$ cat src/rtl/idx_dec_32_pkg.sv
// idx_dec_32_pkg: shared constants and types for the spike-index decoder.
// Token layout is common with the sparse index encoder: {eof, idx[IW-1:0]}.
// Optional build macro used by this block: IDX_DEC_DUP_CHK_EN.
package idx_dec_32_pkg;

    // Shipped bitmap width.
    localparam int NB_DEF = 32;

    // Index width for a bitmap of nb bits (nb is a power of two, >= 2).
    function automatic int idx_w(input int nb);
        return (nb <= 2) ? 1 : $clog2(nb);
    endfunction

    // Token width: index bits plus the EOF flag on top.
    function automatic int tok_w(input int nb);
        return idx_w(nb) + 1;
    endfunction

    // Bit position of the EOF flag inside a token.
    function automatic int eof_bit(input int nb);
        return idx_w(nb);
    endfunction

    localparam int IW_DEF    = idx_w(NB_DEF);
    localparam int TOK_W_DEF = tok_w(NB_DEF);
    localparam int EOF_B_DEF = eof_bit(NB_DEF);

    // Token view for the shipped configuration.
    typedef struct packed {
        logic              eof;
        logic [IW_DEF-1:0] idx;
    } tok_t;

    // Output buffer occupancy.
    typedef enum logic {
        OB_EMPTY = 1'b0,
        OB_FULL  = 1'b1
    } ob_state_e;

endpackage

$ cat src/rtl/idx_dec_32_acc.sv
// idx_dec_acc: frame accumulator. ORs each accepted index into acc and counts
// only bits that were previously clear, so repeated indices are idempotent.
// hit flags an accepted index whose bit was already set (for the dup checker).
module idx_dec_acc
    import idx_dec_32_pkg::*;
#(
    parameter  int NB = NB_DEF,
    localparam int IW = idx_w(NB)
) (
    input  logic          clk,
    input  logic          rst_n,
    input  logic          idx_vld,
    input  logic [IW-1:0] idx,
    input  logic          clr,
    output logic [NB-1:0] acc,
    output logic [IW:0]   acc_cnt,
    output logic          hit
);

    logic [NB-1:0] onehot;

    // One-hot decode of the incoming index, one comparator per bitmap bit.
    for (genvar b = 0; b < NB; b++) begin : g_oh
        assign onehot[b] = (idx == IW'(b));
    end

    assign hit = idx_vld & (|(acc & onehot));

    // Accumulate the frame; EOF (clr) empties it for the next frame.
    always_ff @(posedge clk) begin
        if (!rst_n) begin
            acc     <= '0;
            acc_cnt <= '0;
        end else if (clr) begin
            acc     <= '0;
            acc_cnt <= '0;
        end else if (idx_vld) begin
            acc <= acc | onehot;
            if (!hit)
                acc_cnt <= acc_cnt + 1'b1;
        end
    end

endmodule

$ cat src/rtl/idx_dec_32.sv
// idx_dec_32: rebuilds the dense NB-bit spike bitmap from a stream of index
// tokens, one vector per frame, double-buffered against opt_ready.
// Build macro IDX_DEC_DUP_CHK_EN adds a sticky dup_err output.
module idx_dec_32
    import idx_dec_32_pkg::*;
#(
    parameter  int NB = NB_DEF,
    localparam int IW = idx_w(NB)
) (
    input  logic          clk,
    input  logic          rst_n,
    input  logic          ipt_valid,
    output logic          ipt_ready,
    input  logic [IW:0]   enc,
    output logic          opt_valid,
    input  logic          opt_ready,
    output logic [NB-1:0] sparse_bits,
    output logic [IW:0]   spike_cnt
`ifdef IDX_DEC_DUP_CHK_EN
    ,
    output logic          dup_err
`endif
);

    ob_state_e     state_q, state_d;
    logic          is_eof;
    logic          tok_fire, eof_fire, idx_fire;
    logic [NB-1:0] acc;
    logic [IW:0]   acc_cnt;
    logic          dup_hit;

    assign is_eof = enc[IW];

    // Index tokens never stall; EOF waits only while the held vector is unread.
    assign ipt_ready = ~is_eof | ~opt_valid | opt_ready;
    assign tok_fire  = ipt_valid & ipt_ready;
    assign eof_fire  = tok_fire & is_eof;
    assign idx_fire  = tok_fire & ~is_eof;

    idx_dec_acc #(.NB(NB)) u_acc (
        .clk     (clk),
        .rst_n   (rst_n),
        .idx_vld (idx_fire),
        .idx     (enc[IW-1:0]),
        .clr     (eof_fire),
        .acc     (acc),
        .acc_cnt (acc_cnt),
        .hit     (dup_hit)
    );

    // Output buffer state register.
    always_ff @(posedge clk) begin
        if (!rst_n) state_q <= OB_EMPTY;
        else        state_q <= state_d;
    end

    // Next state: EOF fills (or refills on same-cycle handover), read empties.
    always_comb begin
        state_d = state_q;
        case (state_q)
            OB_EMPTY: if (eof_fire) state_d = OB_FULL;
            OB_FULL: begin
                if (eof_fire)       state_d = OB_FULL;
                else if (opt_ready) state_d = OB_EMPTY;
            end
            default: state_d = OB_EMPTY;
        endcase
    end

    assign opt_valid = (state_q == OB_FULL);

    // Output vector and count captured on EOF; held otherwise.
    always_ff @(posedge clk) begin
        if (!rst_n) begin
            sparse_bits <= '0;
            spike_cnt   <= '0;
        end else if (eof_fire) begin
            sparse_bits <= acc;
            spike_cnt   <= acc_cnt;
        end
    end

`ifdef IDX_DEC_DUP_CHK_EN
    // Sticky duplicate-index flag; only reset clears it.
    always_ff @(posedge clk) begin
        if (!rst_n)       dup_err <= 1'b0;
        else if (dup_hit) dup_err <= 1'b1;
    end
`else
    logic dup_unused;
    assign dup_unused = dup_hit;
`endif

endmodule
$ cat config.mk
export PLATFORM = sky130hd
export DESIGN_NAME = idx_dec_32
export DESIGN_NICKNAME = d
export VERILOG_FILES = /design/src/rtl/idx_dec_32_pkg.sv /design/src/rtl/idx_dec_32_acc.sv /design/src/rtl/idx_dec_32.sv
export SDC_FILE = /design/constraint.sdc
export NUM_CORES = 1
export LEC_CHECK = 0
export BUFFER_PORTS_ARGS = -buffer_cell sky130_fd_sc_hd__buf_2
export CAP_MARGIN = 20
export CORE_MARGIN = 1.5
export CORE_UTILIZATION = 35
export DETAILED_ROUTE_END_ITERATION = 8
export GPL_TIMING_DRIVEN = 0
export PLACE_DENSITY = 0.58
export SLEW_MARGIN = 40
export SYNTH_ARGS = -nofsm -noshare
export SYNTH_HDL_FRONTEND = slang
export SYNTH_SLANG_ARGS = --single-unit
$ cat constraint.sdc
create_clock -name clk -period 4 [get_ports clk]
set_clock_uncertainty 0.15 [all_clocks]
set_input_delay 0.2 -clock clk [delete_from_list [all_inputs] [get_ports clk]]
set_output_delay 0.2 -clock clk [all_outputs]
set_load 0.01 [all_outputs]
==> results.yml <==
global_routing:
  grt_max_degree: 12
  grt_pass1_vias: 2733
  overflow: 0
  use_met3: 0.0369
  grt.busiest_layer: "met2"
  use_met1: 0.249
  grt_use_total: 0.182
  grt_pass1_wl_um: 13800
  antenna_found_initial: 0
  met2_usage: 0.276
yosys:
  ys_warn_count: 0
  ys_seq_elements: 77
  syn_nets: 397
  synth_ff_type: "dfxtp_1"
  synth_cell_type_count: 46
  synth.largest_area_cell: "dfxtp_1"
  synth.most_common_cell: "nand2_1"
  syn_area_mm2: 0.00321
  netlist_top_cells_count: "84 x nand2_1, 77 x dfxtp_1, 41 x nor2_1"
  ys_async_sr_fraction: 0
  syn_area_per_cell_um2: 8.31
  yosysTopAreaCellShare: 0.480
  synth-edff-count: 0
  ys_seq_area_frac: 0.480
  yosys-top-cells-area: "dfxtp_1 48%, nand2_1 9.8%, a21boi_0 9.1%"
  netlist_instances: 386
cells_and_area:
  syn_to_final_growth_pct: 17.3
  n_antenna_cell: 0
  drive_gt1_frac: 0.167
  fin_nets: 456
power_and_ir_drop:
  cellPowerDensity_mw_per_mm2: 375
  switching_share: 0.240
  power_mw: 1.41
  power_switching_mw: 0.339
  p_comb_frac: 0.072
  ir_drop_mv: 0.141
  seqPwrFrac: 0.547
  pwr-share-clk: 0.381
  power.internal_mw: 1.07
  power_leakage_nw: 1.45
sta:
  fin_crit_ns: 2.06
  fin_crit_sh: 0.516
  max_slew_margin: 0.611
  tightest_slew_ns: 0.575
  tns_ns: 0
  rsz0062_at_grt: "false"
  final_hold_viol_count: 0
  setup_viol: 0
  drv_slew: 0
  fmax_mhz: 485
cts:
  postCtsResizedCells: 0
  clkTransAtPathRegs_ns: 0.07
  numCtsBuffers: 9
  clkSinkCount: 77
  insertion_delay_ns: 0.34
  clockBufferDepth: 2
  cts_setup_buffers: 0
  h-tree-depth: 3
  cts_tree: "built"
  clock-root-buffer: "clkbuf_8"
  hold_buffers: 0
worst_setup_path:
  crit_path_max_fanout: 10
  r2r-end: "sparse_bits[29]$_SDFFE_PN0P_"
  critPathArrivalTime_ns: 2.18
  crit_path_frequent_cell: "clkbuf_1"
  cp.required_ns: 4.12
  endpoint_kind: "flop"
  cp-start-kind: "flop"
  rr_worst_depth: 6
  rr_startpoint: "opt_valid$_SDFF_PN0_"
  crit_path_top_delay_cell: "clkbuf_1"
  critPathMaxStageDelay_ns: 0.51
  criticalPathCategory: "flop to flop"
  ff2ff_setup_slack_ns: 1.94
  crit_path_cell_trace: "nand2b_1 -> nand3_1 -> clkbuf_1 -> clkbuf_1 -> nand2_1 -> a21boi_0"
detailed_routing:
  postRouteAntennaNets: 0
  drtIter0Drc: 126
  first_pass_iters: 6
  drcViolationCount: 5
  vias: 2809
  viasPerCell: 5.04
  wl_per_cell_um: 14.9
  postRouteWirelength_um: 8310
floorplanning:
  rows: 34
  ios: 50
  start_util: 0.364
  dieWidth_um: 98.8
  core_mm2: 0.00881
  die_h_um: 98.8
  dieArea_mm2: 0.00975
worst_hold_path:
  hold_start: "opt_ready"
  holdPathEnd: "opt_valid$_SDFF_PN0_"
  min_path_cells: 3
  hp-class: "primary input to flop"
status:
  status: "finished with violations"
  violations: "design-rule violations"
placed_design:
  place.gp.congestion: 0.928
  io_buffers: 48
  dpl.hpwl_um: 6120
job:
  cap_violations: 0
[stage by stage]
step	instances	util	hold WS (ns)	instance area (um^2)	setup slack, ns
6_report	557	0.428	0.0563	3760	1.94
5_1_grt	557	0.428	0.0662	3760	1.69
3_5_place_dp	542	0.407	0.306	3580	1.65
4_1_cts	557	0.427	0.0490	3760	1.90
3_3_place_gp	542	0.407	0.300	3580	1.60
2_1_floorplan	386	-	0.279	3210	2.06
[critical path, delay by kind of cell (launching register included)]
family,cells,cell delay [ns]
buffers and inverters,2,0.88
AOI/OAI and AO/OA,1,0.19
and+or+nand+nor,3,0.42
DFF,1,0.35
[how the worst max path moves through the flow]
stage | end | startpoint | cells after the start | slack [ns]
finish | sparse_bits[29]$_SDFFE_PN0P_ | opt_valid$_SDFF_PN0_ | 6 | 1.94
global route | sparse_bits[25]$_SDFFE_PN0P_ | opt_valid$_SDFF_PN0_ | 6 | 1.69
CTS | sparse_bits[25]$_SDFFE_PN0P_ | opt_valid$_SDFF_PN0_ | 6 | 1.90
detailed placement | u_acc.acc_cnt[0]$_SDFFE_PP0P_ | enc[0] | 9 | 1.65
global placement | u_acc.acc_cnt[3]$_SDFFE_PP0P_ | enc[0] | 9 | 1.60
floorplan | u_acc.acc_cnt[5]$_SDFFE_PP0P_ | enc[3] | 8 | 2.06
[kinds of logic after synthesis]
group,after synthesis,share of synthesized area
AO/OA/AOI/OAI,96,0.195
flip-flops,77,0.480
AND/OR/NAND/NOR,173,0.249
adder cells (fa/ha/maj),1,0.00390
multiplexers,8,0.0277
buffers and inverters,31,0.0448
[metal layers]
layer,vias up,share of wire
li1,1445,-
met1,1292,0.49
met2,58,0.45
met3,14,0.049
met4,0,0.015
met5,-,0
[power by group through the flow]
stage / registers [mW] / logic, mW / clock network [mW]
floorplan: 0.790 / 0.0648 / 0
global placement: 0.790 / 0.101 / 0
detailed placement: 0.790 / 0.102 / 0
CTS: 0.772 / 0.102 / 0.555
global route: 0.773 / 0.113 / 0.586
finish: 0.772 / 0.102 / 0.538
[placed cells by master, fill, tap and decap left out, types with 2 or more instances in the layout]
cell | Yosys | final
clkbuf_8 | 0 | 12
a21boi_0 | 39 | 39
mux2_2 | 2 | 2
a31oi_1 | 2 | 2
o211ai_1 | 4 | 4
nor2b_1 | 4 | 4
or4_1 | 2 | 2
buf_2 | 4 | 52
nor4b_1 | 2 | 2
nor3_1 | 3 | 3
a32oi_1 | 2 | 2
dfxtp_1 | 77 | 77
inv_1 | 3 | 3
nor4bb_1 | 3 | 3
a21oi_1 | 36 | 36
mux2i_1 | 4 | 4
nand2_1 | 84 | 84
nand2b_1 | 5 | 5
nor2_1 | 41 | 40
and4_1 | 3 | 3
buf_6 | 2 | 2
buf_4 | 2 | 2
o21ai_0 | 4 | 4
nor3b_1 | 2 | 2
or3_1 | 3 | 3
and2_1 | 2 | 2
nand3_1 | 7 | 7
and3_1 | 5 | 5
nand3b_1 | 2 | 2
clkbuf_1 | 18 | 20
a211o_1 | 3 | 3
[final cells by class]
class                   count  area (um^2)
inverters                   4         15.0
clock buffers              14          173
multi-input cells         278         1530
repair buffers             48          240
clock inverters             1         5.00
well taps                 108          135
plain buffers              27          129
fillers                   931         5040
flip-flops and latches     77         1540
[flip-flops by register name, indices dropped and copies added, names as in the netlist]
signal	flops
u_acc.acc	32
spike_cnt	6
sparse_bits	32
opt_valid	1
u_acc.acc_cnt	6
Power figures use the tool's default switching activity.
